[src/rtl/quad_pkg.sv]
// Shared types and defaults for the quadcopter drive path: mixer state encoding,
// speed/mix widths, command payload and the default speed limits.
package quad_pkg;

  localparam int unsigned SPEED_W = 16;
  localparam int unsigned MIX_W   = 19;
  localparam int unsigned WD_W    = 24;
  localparam int unsigned NUM_CH  = 4;

  localparam logic [SPEED_W-1:0] DEF_MIN_SPEED      = 16'd2000;
  localparam logic [SPEED_W-1:0] DEF_MAX_SPEED      = 16'd60000;
  localparam logic [SPEED_W-1:0] DEF_FAILSAFE_SPEED = 16'd8000;
  localparam logic [WD_W-1:0]    DEF_TIMEOUT        = 24'd1_000_000;

  typedef logic [SPEED_W-1:0]      speed_t;
  typedef logic signed [MIX_W-1:0] mix_t;

  typedef enum logic [1:0] {
    ST_IDLE,
    ST_SUM,
    ST_CLAMP,
    ST_DISPATCH
  } mix_state_e;

  typedef struct packed {
    speed_t throttle;
    speed_t roll;
    speed_t pitch;
    speed_t yaw;
  } flight_cmd_t;

  // Unsigned speed into the signed mix domain.
  function automatic mix_t zext_speed(input speed_t v);
    return mix_t'({{(MIX_W - SPEED_W){1'b0}}, v});
  endfunction

  // Signed 16-bit correction into the signed mix domain.
  function automatic mix_t sext_corr(input speed_t v);
    return mix_t'({{(MIX_W - SPEED_W){v[SPEED_W-1]}}, v});
  endfunction

  // Saturate a signed mix result into [lo, hi].
  function automatic speed_t clamp_speed(input mix_t m, input speed_t lo, input speed_t hi);
    mix_t lo_m;
    mix_t hi_m;
    lo_m = zext_speed(lo);
    hi_m = zext_speed(hi);
    if (m < lo_m) begin
      return lo;
    end else if (m > hi_m) begin
      return hi;
    end else begin
      return m[SPEED_W-1:0];
    end
  endfunction

endpackage

[src/rtl/mixer_channel_tx.sv]
// One motor channel: pending speed register plus the busy / speed_oe load handshake
// towards its pwm instance.
module mixer_channel_tx
  import quad_pkg::*;
(
  input  logic   clk,
  input  logic   rst_n,
  input  logic   load,
  input  speed_t load_val,
  input  logic   dispatch_en,
  input  logic   busy,
  output logic   pending,
  output speed_t speed,
  output logic   speed_oe
);

  speed_t val_q;
  speed_t speed_q;
  logic   pending_q;

  // Strobe is gated by the same-cycle busy so a busy pwm never sees a load.
  assign speed_oe = dispatch_en & pending_q & ~busy;
  assign speed    = speed_oe ? val_q : speed_q;
  assign pending  = pending_q;

  // Comes out of reset pending at zero so the motors are pushed to stop.
  always_ff @(posedge clk or negedge rst_n) begin
    if (!rst_n) begin
      pending_q <= 1'b1;
      val_q     <= '0;
      speed_q   <= '0;
    end else begin
      if (speed_oe) begin
        speed_q <= val_q;
      end
      if (load) begin
        val_q     <= load_val;
        pending_q <= 1'b1;
      end else if (speed_oe) begin
        pending_q <= 1'b0;
      end
    end
  end

endmodule

[src/rtl/motor_mixer.sv]
// X-frame motor mixer: accepts flight commands, mixes and clamps four motor speeds,
// and dispatches them to the pwm channels with arming and command-loss failsafe.
module motor_mixer
  import quad_pkg::*;
#(
  parameter logic [SPEED_W-1:0] MIN_SPEED      = DEF_MIN_SPEED,
  parameter logic [SPEED_W-1:0] MAX_SPEED      = DEF_MAX_SPEED,
  parameter logic [SPEED_W-1:0] FAILSAFE_SPEED = DEF_FAILSAFE_SPEED,
  parameter logic [WD_W-1:0]    TIMEOUT        = DEF_TIMEOUT
) (
  input  logic               clk,
  input  logic               rst_n,
  input  logic               arm,
  input  logic               cmd_valid,
  output logic               cmd_ready,
  input  logic [SPEED_W-1:0] throttle,
  input  logic [SPEED_W-1:0] roll,
  input  logic [SPEED_W-1:0] pitch,
  input  logic [SPEED_W-1:0] yaw,
  input  logic [NUM_CH-1:0]  busy,
  output logic [SPEED_W-1:0] speed0,
  output logic [SPEED_W-1:0] speed1,
  output logic [SPEED_W-1:0] speed2,
  output logic [SPEED_W-1:0] speed3,
  output logic [NUM_CH-1:0]  speed_oe,
  output logic               failsafe
);

  localparam logic [WD_W-1:0] WD_LAST = TIMEOUT - WD_W'(1);

  mix_state_e  state_q, state_d;
  flight_cmd_t cmd_q;
  mix_t        mix_q [NUM_CH];
  logic [WD_W-1:0] wd_q;
  logic        arm_q;
  logic        failsafe_q;
  logic        zero_pend_q;

  logic        accept;
  logic        fs_trig;
  logic        disarm_load;
  logic        load;
  speed_t      load_val [NUM_CH];
  logic [NUM_CH-1:0] pending;
  logic [NUM_CH-1:0] pend_left;
  logic        disarm_evt;
  logic        dispatch_en;
  speed_t      ch_speed [NUM_CH];

  mix_t t_x, r_x, p_x, y_x;

  assign disarm_evt  = arm_q & ~arm;
  assign dispatch_en = (state_q == ST_DISPATCH);
  assign pend_left   = pending & ~speed_oe;
  assign cmd_ready   = (state_q == ST_IDLE) & arm & ~(|pending);
  assign failsafe    = failsafe_q;

  assign t_x = zext_speed(cmd_q.throttle);
  assign r_x = sext_corr(cmd_q.roll);
  assign p_x = sext_corr(cmd_q.pitch);
  assign y_x = sext_corr(cmd_q.yaw);

  // Next-state and channel load control; a fresh disarm overrides everything.
  always_comb begin
    state_d     = state_q;
    accept      = 1'b0;
    fs_trig     = 1'b0;
    disarm_load = 1'b0;
    load        = 1'b0;
    for (int i = 0; i < int'(NUM_CH); i++) begin
      load_val[i] = '0;
    end

    if (disarm_evt && !zero_pend_q) begin
      disarm_load = 1'b1;
      load        = 1'b1;
      state_d     = ST_DISPATCH;
    end else begin
      case (state_q)
        ST_IDLE: begin
          if (|pending) begin
            state_d = ST_DISPATCH;
          end else if (cmd_valid && cmd_ready) begin
            accept  = 1'b1;
            state_d = ST_SUM;
          end else if (arm && (wd_q == WD_LAST) && !failsafe_q) begin
            fs_trig = 1'b1;
            load    = 1'b1;
            for (int i = 0; i < int'(NUM_CH); i++) begin
              load_val[i] = FAILSAFE_SPEED;
            end
            state_d = ST_DISPATCH;
          end
        end
        ST_SUM: begin
          state_d = ST_CLAMP;
        end
        ST_CLAMP: begin
          load = 1'b1;
          for (int i = 0; i < int'(NUM_CH); i++) begin
            load_val[i] = clamp_speed(mix_q[i], MIN_SPEED, MAX_SPEED);
          end
          state_d = ST_DISPATCH;
        end
        ST_DISPATCH: begin
          if (pend_left == '0) begin
            state_d = ST_IDLE;
          end
        end
        default: begin
          state_d = ST_IDLE;
        end
      endcase
    end
  end

  always_ff @(posedge clk or negedge rst_n) begin
    if (!rst_n) begin
      state_q     <= ST_IDLE;
      arm_q       <= 1'b0;
      cmd_q       <= '0;
      wd_q        <= '0;
      failsafe_q  <= 1'b0;
      zero_pend_q <= 1'b0;
      for (int i = 0; i < int'(NUM_CH); i++) begin
        mix_q[i] <= '0;
      end
    end else begin
      state_q <= state_d;
      arm_q   <= arm;

      if (accept) begin
        cmd_q <= {throttle, roll, pitch, yaw};
      end

      // X-frame mix: motors 0/1 front, 1/2 right-side roll, 1/3 positive yaw.
      if (state_q == ST_SUM) begin
        mix_q[0] <= t_x + p_x - r_x - y_x;
        mix_q[1] <= t_x + p_x + r_x + y_x;
        mix_q[2] <= t_x - p_x + r_x - y_x;
        mix_q[3] <= t_x - p_x - r_x + y_x;
      end

      // Watchdog saturates at its last count; the failsafe flag blocks reloads.
      if (!arm || accept) begin
        wd_q <= '0;
      end else if ((state_q == ST_IDLE) && (wd_q != WD_LAST)) begin
        wd_q <= wd_q + WD_W'(1);
      end

      if (!arm || accept) begin
        failsafe_q <= 1'b0;
      end else if (fs_trig) begin
        failsafe_q <= 1'b1;
      end

      if (disarm_load) begin
        zero_pend_q <= 1'b1;
      end else if (state_d == ST_IDLE) begin
        zero_pend_q <= 1'b0;
      end
    end
  end

  for (genvar i = 0; i < int'(NUM_CH); i++) begin : g_ch
    mixer_channel_tx u_ch (
      .clk         (clk),
      .rst_n       (rst_n),
      .load        (load),
      .load_val    (load_val[i]),
      .dispatch_en (dispatch_en),
      .busy        (busy[i]),
      .pending     (pending[i]),
      .speed       (ch_speed[i]),
      .speed_oe    (speed_oe[i])
    );
  end

  assign speed0 = ch_speed[0];
  assign speed1 = ch_speed[1];
  assign speed2 = ch_speed[2];
  assign speed3 = ch_speed[3];

endmodule

[config.mk]
export PLATFORM = sky130hd
export DESIGN_NAME = motor_mixer
export DESIGN_NICKNAME = d
export VERILOG_FILES = /design/src/rtl/quad_pkg.sv /design/src/rtl/mixer_channel_tx.sv /design/src/rtl/motor_mixer.sv
export SDC_FILE = /design/constraint.sdc
export NUM_CORES = 1
export LEC_CHECK = 0
export BUFFER_PORTS_ARGS = -buffer_cell sky130_fd_sc_hd__buf_2
export CORE_ASPECT_RATIO = 0.9
export CORE_MARGIN = 8
export CORE_UTILIZATION = 56
export CTS_CLUSTER_SIZE = 14
export DETAILED_ROUTE_END_ITERATION = 10
export PLACE_DENSITY = 0.78
export SYNTH_ARGS = -nofsm -noshare
export SYNTH_HDL_FRONTEND = slang
export SYNTH_SLANG_ARGS = --single-unit
[constraint.sdc]
create_clock -name clk -period 4.3 [get_ports clk]
set_input_delay 0.215 -clock clk [delete_from_list [all_inputs] [get_ports clk]]
set_output_delay 0.215 -clock clk [all_outputs]
set_load 0.005 [all_outputs]
Word level (Yosys, flattened, before mapping)

Index checks and enable logic that the tools add are counted.

Word-level logic and storage cells: 137
Register bits after elaboration: 301
Output and inout port bits: 70
Input bits: 72

Bitwise operators: 19
Equal/unequal tests: 5
Reductions and logical operators: 20
Multiplexer cells: 49
Add/sub/neg operators: 11
Magnitude comparators: 8

Operators by type and width:

| cell                  | count |
|---|---|
| $mux 16               | 12 |
| $mux 61               | 3 |
| $pmux 64 s2           | 1 |
| $gt 19x17->1 const B  | 4 |
| $lt 19x12->1 const B  | 4 |
| $mux 64               | 1 |
| $mux 24               | 2 |
| $add 18x16->19        | 2 |
| $add 19x16->19        | 2 |
| $sub 18x16->19        | 2 |
| $sub 19x16->19        | 2 |
| $add 24x1->24 const B | 1 |
| $eq 24x20->1 const B  | 1 |
| $ne 24x20->1 const B  | 1 |
| $mux 1                | 23 |
| $add 17x16->18        | 1 |
| $sub 17x16->18        | 1 |
| $reduce_bool 2->1     | 7 |
| $and 1x1->1           | 11 |
| $mux 2                | 5 |
| $pmux 2 s4            | 1 |
| $not 1->1             | 6 |
| $logic_and 1x1->1     | 5 |
| $and 4x4->4           | 1 |
| 9 further kinds       | 13 |

Longest topological paths before layout

Depth after elaboration: 12
Gate-level depth with buffers: 20
Depth with buffers taken out: 20

Modules after synthesis

Synthesis repeated with hierarchy kept, for this count alone.

Cells, all modules: 2,013
Area total of the unflattened synthesis: 19,671.4 µm²

Modules (own cells, without submodules):

| module           | cells each | seq. area each (µm²) | area an instance (µm²) | instances |
|---|---|---|---|---|
| motor_mixer      | 1,725      | 4,229.1              | 14,536.4               | 1 |
| mixer_channel_tx | 72         | 827.0                | 1,283.7                | 4 |

Worst setup path after synthesis

No wires, ideal clock.

Path kind: reg2reg
Start: register cmd_q[18] in the netlist's numbering
End: register mix_q[37] in the netlist's numbering
Arrival time: 4,171 ps
Period minus slack after synthesis: 4,304 ps
Path buffers: 1
Cell stages (with the launch flop): 18
Setup slack: -4 ps
Setup time: 133 ps
Data required time: 4,167 ps
Path through: dfrtp_1 -> inv_1 -> ha_1 -> clkbuf_1 -> nor2b_1 -> o21a_1 -> o21ai_1 -> a21oi_1 -> a31oi_1 -> mux2i_1 -> a2111oi_0 -> fa_1 -> ha_1 -> and2_1 -> a221o_1 -> a31oi_1 -> xnor2_1 -> o21ai_0

Word-level cells in the longest chain between the ends: 3

Ends and longest elaborated chain:

| what                     | RTL line           | source |
|---|---|---|
| start: declaration       | motor_mixer.sv:32  | `flight_cmd_t cmd_q;` |
| start signal: assignment | motor_mixer.sv:133 | `cmd_q <= {throttle, roll, pitch, yaw};` |
| $sub 17x16->18           | motor_mixer.sv:140 | `mix_q[2] <= t_x - p_x + r_x - y_x;` |
| $add 18x16->19           | motor_mixer.sv:140 |  |
| $sub 19x16->19           | motor_mixer.sv:140 |  |
| end: declaration         | motor_mixer.sv:33  | `mix_t mix_q [NUM_CH];` |

Every way passes these cells.
A chain may end at the register's enable or synchronous reset.

Worst setup path in the final report

Start: register cmd_q[17] in the netlist's numbering
End: register mix_q[37] in the netlist's numbering

The elaborated chain is that of the path after synthesis.

==> results.ini <==
[synthesis]
cell_area_after_synthesis_um2=18800
netlist-cell-type-count=82
netlist_top_cells_area=dfrtp_1, nand2_1, fa_1, ha_1, o21ai_0
synthXorXnorAreaFrac_pct=4.88
synth_compound_area_share_pct=16.0
synth_largest_type_area_fraction_pct=39.4
yosysTopAreaCell=dfrtp_1
yosysWarningCount=0
netlist_instances=2116
ys_seq_elements=301
most_frequently_used_flop_master_after_synthesis=dfrtp_1
synth_top_family_by_area=simple AND/OR/NAND/NOR gates
synth_simple_gate_area_share_pct=18.7
post_synth_fa_ha_maj_area_fraction_pct=15.2
synth.net_count=2370
synth_mux_area_share_pct=0.166
synthesis.area_per_instance_um2=8.91
async_flop_share_pct=100
synth_sequential_area_ratio_pct=40.0
number_of_enable_type_register_cells_in_the_synthesized_netlist=0

[global_routing]
grt_pass1_vias=16900
antenna_found_initial=0
maximum_number_of_pins_on_one_net_before_global_route_repair=119
gr-usage-all-layers_pct=27.0
total_congestion_overflow=0
wire_length_of_the_first_global_routing_pass_um=88200

[clocking]
clock_latency_ns=0.54
cts_tree=done
clock_tree.buffer_depth=3
root_buffer=clkbuf_16
tritoncts_sinks=301
tritoncts.num_buffers=34
cts.htree.levels=2
clkTransAtPathRegs_ns=0.06

[flow_run]
maxCapViolCount=0

[critical_path]
crit-reg2reg-launch=cmd_q[17]
worst_setup_path_class=flip-flop to flip-flop
cp.required_ns=4.67
worst_setup_path_end_kind=flip-flop
crit_slowest_cell=dfrtp_1
r2r_slack_ns=-0.06
start_kind=flip-flop
worst_ep_arrival_time_ns=4.73
worst-r2r-cell-count=21
worstReg2RegEnd=mix_q[37]
crit_path_max_incr_delay_ns=0.40
critical_path.cell_chain=buf_6 > buf_4 > fa_2 > nor2b_1 > o21a_1 > o21ai_2 > a21oi_2 > a211oi_2 > nor3_2 > xnor2_2 > buf_4 > fa_2 > inv_2 > ha_4 > a21o_1 > a21o_1 > a21o_1 > a221o_1 > a31oi_1 > xnor2_1 > o21ai_1
worstPathMaxFanout=4
crit_top_cell=a21o_1

[sta]
fmaxAchievable_ghz=0.230
slew_violations=0
rsz0062_at_grt=yes
period_minus_slack_ns=4.36
tightestPinTransition_ns=0.926
setup_viol_count_final=3
final-hold-violation-count=0
relSlewSlack_pct=38.2
clock_skew_ns=0.0225
final.period_utilization_pct=101
postLayoutSetupSlackWorst_ns=-0.0566

[final_layout]
antenna-diode-count=0
layout.nets=2753
finish.utilization_pct=73.3
drive_gt1_share_pct=23.4
layout-area-overhead-vs-synth_pct=28.4

[hold_path]
timing.hold.worst.start=roll[10]
timing.hold.worst_endpoint=cmd_q[42]
holdCritPathClass=input port to flip-flop
min_path_cells=3

[power_and_ir_drop]
power_per_cell_area_nw_per_um2=585
p_leak_nw=11.9
vdd.ir_drop.worst_mv=0.348

[route]
detail_route.vias_per_cell=5.61
detail_route.iter0.violations=1184
totalWireLength_um=54200
detailroute.via_count=16500
wire_per_inst_um=18.4
pre_repair_dr_iteration_count=5
drtAntennaViolNets=0
drt_drc_violations_left=0

[place]
numPortBuffers=141
gp_routability_congestion=0.930
dp.final_hpwl_um=40300
dp_worst_setup_slack_ns=-0.298

[floorplanning]
core_region_area_um2=33000
initial_util_pct=57.1
die_y_um=190
rows=63
boundaryPins=142
die-width_um=209
die_area_um2=39800

[run_status]
violations=setup timing
outcome=finished, violations left

cells in the final DEF (no fill, tap or decap), types with 38 or more instances in the layout:
cell type / n
a21oi_1: 70
buf_2: 140
buf_4: 204
dfrtp_1: 297
dlygate4sd3_1: 65
fa_1: 68
ha_1: 82
inv_1: 157
nand2_1: 463
nor2_1: 103
o21ai_0: 165
xnor2_1: 38
xor2_1: 47
timing repair:
action / 4_1_cts / 5_1_grt
buffers inserted: 10 / 17
resized for setup: 60 / 154
gates cloned: 0 / 0
endpoints found under the hold margin: 175 / 0
pin swaps: 47 / 120
endpoints found under the setup margin: 31 / 34
hold buffers: 65 / 0
Yosys cell counts (all sizes together), types with 5 or more instances:
master / count
buf: 15
a211o: 6
o211a: 5
clkinv: 5
nor2b: 15
inv: 169
nor2: 114
fa: 75
a21o: 35
nor4: 13
xor2: 53
and3: 10
xnor2: 52
nor4b: 5
dfrtp: 297
nand4: 19
o21bai: 13
nor3: 38
clkbuf: 57
or3: 14
a21oi: 89
nor3b: 5
or4: 6
ha: 107
nand2: 468
or2: 5
a31oi: 24
nand2b: 20
a22o: 15
a211oi: 13
o21a: 10
a221o: 5
a221oi: 6
o211ai: 14
and2: 10
nand3: 32
o21ai: 198
o22ai: 6
nand4b: 7
worst max-delay path, delay by kind of cell, from the launching register on:
kind | cells | cell delay (ns)
flops | 1 | 0.40
xor+xnor | 2 | 0.27
fa+ha+maj | 3 | 0.93
compound gates | 10 | 1.72
buf+inv | 4 | 0.50
simple gates | 2 | 0.35
cell families (layout without fill, tap and decap cells):
family,after synthesis,after routing
simple gates,794,794
compound gates,483,483
xor+xnor,105,105
flops,301,301
mux,3,3
fa+ha+maj,184,184
buf+inv,246,654
power breakdown:
part	leakage [nW]	switching [mW]	internal (mW)
Sequential	3.75	0.753	3.75
Clock	0.556	1.22	1.75
Combinational	7.59	3.79	2.90
metrics by stage:
stage,cell area [um^2],TNS [ns],power [mW],cells,hold WS [ns]
final,24200,-0.135,14.2,2946,0.0590
after floorplan,18800,0,8.03,2116,-0.0806
after global routing,24200,-2.99,15.1,2946,0.0312
after detailed placement,21200,-4.55,10.5,2794,0.335
after global placement,21200,-2.84,10.3,2794,0.328
after CTS,23400,-0.115,13.7,2930,0.0368
flip-flops by register name, summed over array words and instances, names as in the netlist:
signal,flops
wd_q,24
state_q,2
g_ch.u_ch.speed_q,64
mix_q,76
failsafe,1
g_ch.u_ch.val_q,64
arm_q,1
zero_pend_q,1
cmd_q,64
g_ch.u_ch.pending,4
area by class of cell:
cell class                      count  area [um^2]
Clock inverter                     19          209
Tap cell                          422          528
Clock buffer                       42          942
Fill cell                        2425         8830
Timing Repair Buffer              419         3020
Inverter                          174          656
Sequential cell                   301         7540
Multi-Input combinational cell   1569        11300
layer usage:
metal | part of all wire [%] | global-route usage, %
met5 | 0 | 0
met4 | 2.4 | 6.96
met3 | 5.4 | 4.31
met2 | 47 | 45.1
met1 | 45 | 36.5
worst max path at each step:
stage                     slack (ns)         to  depth (start not counted)       from
after floorplan                 0.05  mix_q[73]                         20  cmd_q[18]
after global placement         -0.22  mix_q[37]                         19  cmd_q[16]
after detailed placement       -0.30  mix_q[37]                         18  cmd_q[18]
after CTS                      -0.04  mix_q[37]                         19  cmd_q[17]
after global routing           -0.26  mix_q[72]                         20  cmd_q[48]
final                          -0.06  mix_q[37]                         21  cmd_q[17]
(Power assumes the default switching activity.)
